==> config.mk <==
export PLATFORM = sky130hd
export DESIGN_NAME = pipe_hazard_ctrl
export DESIGN_NICKNAME = d
export VERILOG_FILES = /design/src/rtl/pipe_hazard_ctrl_pkg.sv /design/src/rtl/pipe_div_seq.sv /design/src/rtl/pipe_hazard_ctrl.sv
export SDC_FILE = /design/constraint.sdc
export NUM_CORES = 1
export LEC_CHECK = 0
export CELL_PAD_IN_SITES_DETAIL_PLACEMENT = 0
export CELL_PAD_IN_SITES_GLOBAL_PLACEMENT = 2
export CORE_ASPECT_RATIO = 0.5
export CORE_MARGIN = 10
export CORE_UTILIZATION = 20
export DETAILED_ROUTE_END_ITERATION = 10
export PLACE_DENSITY_LB_ADDON = 0.05
export SLEW_MARGIN = 20
export SYNTH_ARGS = -nofsm -noshare
export SYNTH_HDL_FRONTEND = slang
export SYNTH_HIERARCHICAL = 1
export SYNTH_SLANG_ARGS = --single-unit
==> constraint.sdc <==
create_clock -name clk -period 1.86 [get_ports clk]
set_clock_uncertainty 0.2 [all_clocks]
set_input_delay 0.279 -clock clk [delete_from_list [all_inputs] [get_ports clk]]
set_output_delay 0.279 -clock clk [all_outputs]
set_load 0.03 [all_outputs]
==> src/rtl/pipe_hazard_ctrl_pkg.sv <==
// rtl/pipe_hazard_ctrl_pkg.sv - shared types and constants for the pipeline hazard controller
package pipe_hazard_ctrl_pkg;

   localparam int REG_W = 5;
   localparam logic [REG_W-1:0] ZERO_REG = 5'd0;

   typedef enum logic [1:0] {
      DIV_IDLE = 2'd0,
      DIV_WAIT = 2'd1,
      DIV_DONE = 2'd2
   } div_state_t;

   // True when an ID source operand is actually read and names the given register.
   function automatic logic src_hit(input logic use_src,
                                    input logic [REG_W-1:0] src,
                                    input logic [REG_W-1:0] dest);
      return use_src && (src == dest);
   endfunction

endpackage

==> src/rtl/pipe_div_seq.sv <==
// rtl/pipe_div_seq.sv - EX-stage divider sequencer: start/wait/done FSM with saturating cycle counter
module pipe_div_seq
   import pipe_hazard_ctrl_pkg::*;
#(
   parameter int DIV_MAX_CYC = 40,
   parameter int CNT_W       = 6
) (
   input  logic clk,
   input  logic reset,
   input  logic start_req,
   input  logic div_done,
   input  logic abort,
   output logic div_start,
   output logic div_busy,
   output logic div_stall,
   output logic div_timeout
);

   localparam logic [CNT_W-1:0] CNT_MAX = CNT_W'(DIV_MAX_CYC);

   div_state_t       state;
   logic [CNT_W-1:0] cnt;
   logic             start_q;
   logic             timeout_q;

   always_ff @(posedge clk) begin
      if (reset) begin
         state     <= DIV_IDLE;
         cnt       <= '0;
         start_q   <= 1'b0;
         timeout_q <= 1'b0;
      end else begin
         start_q <= 1'b0;
         if (abort) begin
            // A flush wins over everything, including a div trying to start.
            state <= DIV_IDLE;
            cnt   <= '0;
         end else begin
            case (state)
               DIV_IDLE: begin
                  if (start_req) begin
                     state   <= DIV_WAIT;
                     cnt     <= '0;
                     start_q <= 1'b1;
                  end
               end
               DIV_WAIT: begin
                  if (cnt != CNT_MAX)
                     cnt <= cnt + 1'b1;
                  if (cnt >= CNT_MAX - 1'b1)
                     timeout_q <= 1'b1;
                  if (div_done)
                     state <= DIV_DONE;
               end
               DIV_DONE: state <= DIV_IDLE;
               default:  state <= DIV_IDLE;
            endcase
         end
      end
   end

   // Outputs are forced low during the reset cycle, even though state is still stale.
   assign div_start   = !reset && start_q;
   assign div_timeout = !reset && timeout_q;
   assign div_busy    = !reset && (state != DIV_IDLE);
   assign div_stall   = !reset && ((state == DIV_WAIT) || ((state == DIV_IDLE) && start_req));

endmodule

==> src/rtl/pipe_hazard_ctrl.sv <==
// rtl/pipe_hazard_ctrl.sv - stall/bubble/flush scheduler for the 5-stage pipeline
// Optional performance counters are enabled by defining HAZARD_PERF_CNT_EN.
module pipe_hazard_ctrl
   import pipe_hazard_ctrl_pkg::*;
#(
   parameter int DIV_MAX_CYC = 40,
   parameter int CNT_W       = 6
`ifdef HAZARD_PERF_CNT_EN
   ,
   parameter int PERF_W      = 32
`endif
) (
   input  logic             clk,
   input  logic             reset,
   input  logic             id_valid,
   input  logic [REG_W-1:0] id_rj,
   input  logic [REG_W-1:0] id_rk,
   input  logic             id_use_rj,
   input  logic             id_use_rk,
   input  logic             id_br_taken,
   input  logic             ex_valid,
   input  logic             ex_res_from_mem,
   input  logic [REG_W-1:0] ex_dest,
   input  logic             ex_is_div,
   input  logic             div_done,
   input  logic             wb_flush,
   output logic             stall_if,
   output logic             stall_id,
   output logic             bubble_ex,
   output logic             stall_ex,
   output logic             flush_if,
   output logic             flush_all,
   output logic             div_start,
   output logic             div_abort,
   output logic             div_busy,
   output logic             div_timeout
`ifdef HAZARD_PERF_CNT_EN
   ,
   output logic [PERF_W-1:0] perf_lu_cnt,
   output logic [PERF_W-1:0] perf_div_cnt
`endif
);

   logic div_stall_raw;
   logic load_use;
   logic stall_any;

   pipe_div_seq #(
      .DIV_MAX_CYC (DIV_MAX_CYC),
      .CNT_W       (CNT_W)
   ) u_div_seq (
      .clk         (clk),
      .reset       (reset),
      .start_req   (ex_valid && ex_is_div),
      .div_done    (div_done),
      .abort       (wb_flush),
      .div_start   (div_start),
      .div_busy    (div_busy),
      .div_stall   (div_stall_raw),
      .div_timeout (div_timeout)
   );

   // Only a load in EX is uncoverable by forwarding; r0 is never a real dependency.
   assign load_use = !reset && ex_valid && ex_res_from_mem && (ex_dest != ZERO_REG) && id_valid &&
                     (src_hit(id_use_rj, id_rj, ex_dest) || src_hit(id_use_rk, id_rk, ex_dest));

   assign stall_any = (div_stall_raw || load_use) && !wb_flush;

   assign stall_if  = stall_any;
   assign stall_id  = stall_any;
   assign stall_ex  = div_stall_raw && !wb_flush;
   assign bubble_ex = load_use && !div_stall_raw && !wb_flush;
   assign flush_if  = !reset && id_br_taken && id_valid && !stall_any;
   assign flush_all = !reset && wb_flush;
   assign div_abort = wb_flush && div_busy;

`ifdef HAZARD_PERF_CNT_EN
   always_ff @(posedge clk) begin
      if (reset) begin
         perf_lu_cnt  <= '0;
         perf_div_cnt <= '0;
      end else begin
         if (bubble_ex)
            perf_lu_cnt <= perf_lu_cnt + 1'b1;
         if (stall_ex)
            perf_div_cnt <= perf_div_cnt + 1'b1;
      end
   end
`endif

endmodule

==> reports/metrics.yaml, run 1 <==
run_status:
  status: "finished, violations left"
  failed_checks: "negative setup slack"
setup_path:
  max_stage_delay_ns: 0.55
  cp_max_fo: 3
  cp_data_arrival_time_ns: 1.46
  path_cells: "buf_8, or4_4, o21ai_4, o211a_1, buf_6"
  r2r_start: "u_div_seq/state[1]"
  r2r_end: "u_div_seq/cnt[5]"
  crit_slowest_cell: "or4_4"
  r2r_cells: 4
  worstSetupEndpointType: "output pin"
  worstSetupStartpoint: "ex_dest[3]"
  crit_type: "in2out"
  cp-start-kind: "input pin"
  r2r_slack_ns: 0.27
  critPathRequiredTime_ns: 1.38
placed_design:
  place.gp.congestion: 0.872
  hpwl_um: 2110
  placedCellCount: 166
  portBuffers: 35
sta:
  period_needed_ns: 1.94
  fin_crit_sh_pct: 104
  slew_violations: 0
  report.final.setup_viol: 4
  fmax_ghz: 0.515
  relSlewSlack_pct: 78.6
  fin_ws_ns: -0.0815
  hold_viol_final: 0
  worstMarginPinSlew_ns: 0.313
  grt_setup_unrepaired: "yes"
final_layout:
  area_delta_synth_final_pct: 86.3
  drive_gt1_share_pct: 42.7
  fin_nets: 160
  final_common_cell: "buf_4"
  antenna_cells: 0
  fin_cells: 171
  mostFrequentLayoutCells: "buf_4 (14), dlygate4sd2_1 (9), buf_6 (9)"
routing:
  post_drt_wl_per_cell_um: 14.9
  wl_met1_um: 1160
  wl_met3_um: 278
  drt.antenna.violating_nets: 0
  top_layer_used: "met4"
  drt_drc_violations_left: 0
  drt-total-wl_um: 2550
  first_iter_violations: 22
  vias_per_cell: 4.70
  dr_wl_met2_um: 1090
  vias: 803
  firstDrtPassIters: 4
clock_network:
  worstSkewPairLatency_ns: 0.24
  clock_path_buffers: 2
  cts_hold_buf: 0
  cts_sinks: 10
  cts_buffers: 3
  clk_pin_slew_worst_paths_ns: 0.05
  cts_tree: "built"
  cts-root-buf: "clkbuf_8"
  htree_num_levels: 1
synth:
  yosys_warnings: 6
  syn_nets: 111
  synthCells: 83
  synthArstFlopShare_pct: 0
  synth_edf_count: 0
  synthFlopType: "dfxtp_1"
  synth_seq_cells: 10
  syn-cell-area_um2: 692
  ys_seq_area_share_pct: 28.9
  syn_area_per_cell_um2: 8.34
  ys_types: 35
die:
  die_area_um2: 6350
  design.core.area_um2: 3150
  fp.dieW_um: 103
  start_util_pct: 21.9
  die_y_um: 61.6
  io_pins: 36
  num_rows: 14
flow_run:
  drv_cap: 0
global_route:
  grt_pass1_wl_um: 4110
  antenna_found_initial: 0
  grt_pass1_vias: 875
  grt_overflow: 0
  track_usage_pct: 8.35
  grt_max_degree: 9
worst_hold_path:
  whs_endpoint: "u_div_seq/cnt[5]"
  holdPathStages: 2
  hp-class: "reg2reg"
  hold_path_startpoint: "u_div_seq/cnt[5]"
power:
  peakVddDrop_mv: 0.224
  leakagePower_nw: 0.557
  p_per_area_nw_per_um2: 510
  total_power_mw: 0.658
## how the worst max path moves through the flow
stage               slack (ns)  cells past startpoint  endpoint
finish                   -0.08                      5  flush_if
global route             -0.15                      6  flush_if
CTS                      -0.08                      5  flush_if
detailed placement       -0.48                      5  flush_if
global placement         -0.45                      5  flush_if
floorplan                -0.07                      5  stall_if
## where the power goes
group / internal (mW) / total, mW / switching (mW)
Sequential: 0.217 / 0.219 / 0.00225
Combinational: 0.0875 / 0.161 / 0.0739
Clock: 0.187 / 0.277 / 0.0908
Total: 0.491 / 0.658 / 0.167
## Yosys cell counts, drive strengths merged, types with 2 or more instances
master   n  area [um2]
mux2i    2        20.0
nand3    4        20.0
ha       2        25.0
xor2     8        70.1
and2     3        18.8
o21bai   2        18.8
o21ai    3        18.8
or3      2        15.0
nor3     3        15.0
xnor2    2        17.5
nand2    7        26.3
a21oi    4        20.0
nor2     5        18.8
dfxtp   10         200
nor4     2        12.5
nor2b    5        31.3
inv      3        11.3
or4      2        15.0
## final cells by class
type,instances,area [um2]
clock buffers,4,55.1
fillers,325,1860
multi-input cells,69,569
well taps,40,50.0
repair buffers,45,400
flip-flops and latches,10,203
inverters,3,11.3
## routing by layer
metal	global-route usage, %	vias up
met1	9.10	374
met5	0	-
met3	5.70	2
met4	3.34	0
li1	-	398
met2	12.6	29
## logic make-up (layout without fill, tap and decap cells)
group / Yosys count / in the layout / synth area share [%]
muxes: 2 / 2 / 2.89
buffers and inverters: 4 / 52 / 2.71
xor gates and xnor gates: 10 / 10 / 12.7
DFF: 10 / 10 / 28.9
AOI/OAI and AO/OA: 17 / 17 / 18.8
and+or+nand+nor: 38 / 38 / 30.4
adders and majority gates: 2 / 2 / 3.62
## state kept, by name (all words and copies together) (netlist names)
| signal | flops |
|---|---|
| u_div_seq/state | 2 |
| u_div_seq/start_q | 1 |
| u_div_seq/timeout_q | 1 |
| u_div_seq/cnt | 6 |
## stage by stage
| stage | utilization [%] | setup slack, ns | setup TNS, ns | area (um2) | hold WS [ns] |
|---|---|---|---|---|---|
| final | 40.9 | -0.0815 | -0.127 | 1290 | 0.327 |
| after global routing | 40.9 | -0.149 | -0.348 | 1290 | 0.351 |
| after CTS | 40.5 | -0.0772 | -0.154 | 1280 | 0.330 |
| after detailed placement | 36.7 | -0.484 | -2.84 | 1160 | 0.320 |
| after global placement | 36.7 | -0.455 | -2.46 | 1160 | 0.304 |
| after floorplan | - | -0.0702 | -0.0702 | 708 | 0.156 |
## worst max-delay path, delay by kind of cell
family                 cells  cell delay (ns)
AOI/OAI and AO/OA          2             0.40
buffers and inverters      2             0.23
and+or+nand+nor            1             0.55
## what timing repair did
item	CTS	global route
pin swaps	21	3
resized for setup	83	3
setup buffers	1	0
endpoints found under the setup margin	5	5
Note: power is estimated with default switching activity, not from simulation.
==> run 2: changes to the inputs <==
- CORE_UTILIZATION: 20 -> 22
- GPL_ROUTABILITY_DRIVEN: default -> 0
- clock period: 1.86 -> 2.3 ns (I/O delays scaled with it)
==> reports/metrics.yaml, run 2 (synthesis gave the netlist of run 1 again) <==
sta:
  report.final.setup_viol: 0
  fin_tns_setup_ns: 0
  fin_ws_ns: 0.0827
  worstMarginPinSlew_ns: 0.628
  period_needed_ns: 2.22
  slew_violations: 0
  hold_viol_final: 0
  fin_crit_sh_pct: 96.4
  fmax_ghz: 0.451
  relSlewSlack_pct: 57.6
final_layout:
  fin_nets: 159
  top_regs: "u_div_seq/cnt x6, u_div_seq/state x2"
  largest_reg_flops: 6
  drive_gt1_share_pct: 28.5
  mostFrequentLayoutCells: "buf_4 (16), clkdlybuf4s50_1 (12), dfxtp_1 (10)"
  final_common_cell: "buf_4"
  area_delta_synth_final_pct: 76.7
  regMostFlops: "u_div_seq/cnt"
  fill_cells: 302
clock_network:
  cts_sinks: 10
  worstSkewPairLatency_ns: 0.23
  clock_path_buffers: 2
  cts_hold_buf: 0
  cts_setup_buffers: 0
  clk_pin_slew_worst_paths_ns: 0.05
  cts-root-buf: "clkbuf_8"
  htree_num_levels: 1
  cts_buffers: 3
  cts_tree: "built"
placed_design:
  hpwl_um: 1950
  portBuffers: 35
  post-place-ws_ns: -0.117
global_route:
  antenna_found_initial: 1
  grt_pass1_wl_um: 3860
  grt_overflow: 0
  grt_max_degree: 8
  track_usage_pct: 8.03
  grt_pass1_vias: 861
routing:
  firstDrtPassIters: 4
  drt_drc_violations_left: 0
  drt-total-wl_um: 2260
  drt.antenna.violating_nets: 0
  vias: 775
  vias_per_cell: 4.53
  post_drt_wl_per_cell_um: 13.2
  first_iter_violations: 27
die:
  num_rows: 14
  die_area_um2: 5920
  io_pins: 36
  die_y_um: 59.7
  fp.dieW_um: 99.3
  design.core.area_um2: 3010
  start_util_pct: 23.0
setup_path:
  r2r_start: "u_div_seq/cnt[0]"
  cp_data_arrival_time_ns: 1.67
  max_stage_delay_ns: 0.42
  critPathRequiredTime_ns: 1.75
  cp_max_fo: 3
  crit_slowest_cell: "clkdlybuf4s50_1"
  path_cells: "clkdlybuf4s50_1, xnor2_1, and2_0, a32oi_1, o211a_1, buf_6"
  crit_type: "in2out"
  worstSetupEndpointType: "output pin"
  cp-start-kind: "input pin"
  worstSetupStartpoint: "id_rk[3]"
power:
  leakagePower_nw: 0.568
  power.internal_mw: 0.392
  p_switching_mw: 0.118
  switching_share_pct: 23.1
  clockPowerShare_pct: 42.3
  combPwrFrac_pct: 23.0
  seqPwrFrac_pct: 34.7
  p_per_area_nw_per_um2: 417
  peakVddDrop_mv: 0.210
worst_hold_path:
  hold_path_startpoint: "u_div_seq/cnt[1]"
  hp-class: "reg2reg"
flow_run:
  drv_cap: 0
run_status:
  status: "finished, final reports clean"
run 2: final cells by class:
type	count	area [um2]	area share, %
multi-input cells	69	505	41.4
repair buffers	44	398	32.5
flip-flops and latches	10	200	16.4
clock buffers	4	55.1	4.50
well taps	40	50.0	4.09
inverters	3	11.3	0.921
diodes	1	2.50	0.205
run 2: critical path: cells and delay by family:
kind / cells / cell delay (ns)
simple gates: 1 / 0.14
xor+xnor: 1 / 0.12
buf+inv: 2 / 0.55
compound gates: 2 / 0.51
run 2: path summary, 6_finish.rpt:
check | slack, ns | end | cells after the start
setup / recovery | 0.08 | flush_if | 6
hold / removal | 0.32 | u_div_seq/cnt[1] | 2
setup reg to reg | 0.59 | u_div_seq/cnt[0] | 5
hold reg to reg | 0.32 | u_div_seq/cnt[1] | 2
run 2: power by group through the flow:
stage	Combinational, mW	Clock [mW]	Sequential, mW
final	0.117	0.216	0.177
after global routing	0.127	0.240	0.177
after CTS	0.118	0.225	0.177
after detailed placement	0.119	0	0.180
after global placement	0.118	0	0.180
after floorplan	0.0424	0	0.180
run 2: per-layer routing:
layer	vias to the layer above	global-route usage, %	part of all wire, %
li1	397	-	-
met1	352	8.72	44
met2	26	11.9	43
met3	0	5.87	13
met4	0	3.04	0
met5	-	0	0
run 2: timing repair:
| item | 4_1_cts | 5_1_grt |
|---|---|---|
| resized for setup | 13 | 17 |
| setup endpoints to repair | 4 | 5 |
| hold endpoints to repair | 0 | 0 |
| pin swaps | 5 | 7 |
run 2: per-stage QoR:
step	instances	instance area [um2]	util (%)	hold slack (ns)	power, mW
floorplan	83	694	-	0.222	0.222
global placement	166	1130	37.6	0.302	0.298
detailed placement	166	1130	37.6	0.324	0.299
CTS	170	1200	39.9	0.330	0.519
global route	171	1220	40.6	0.353	0.544
finish	171	1220	40.6	0.321	0.510
==> run 3: changes to the inputs <==
- CAP_MARGIN: default -> 10
==> results of run 3 <==
No change in the layout: final DEF, timing and power equal those of run 2.
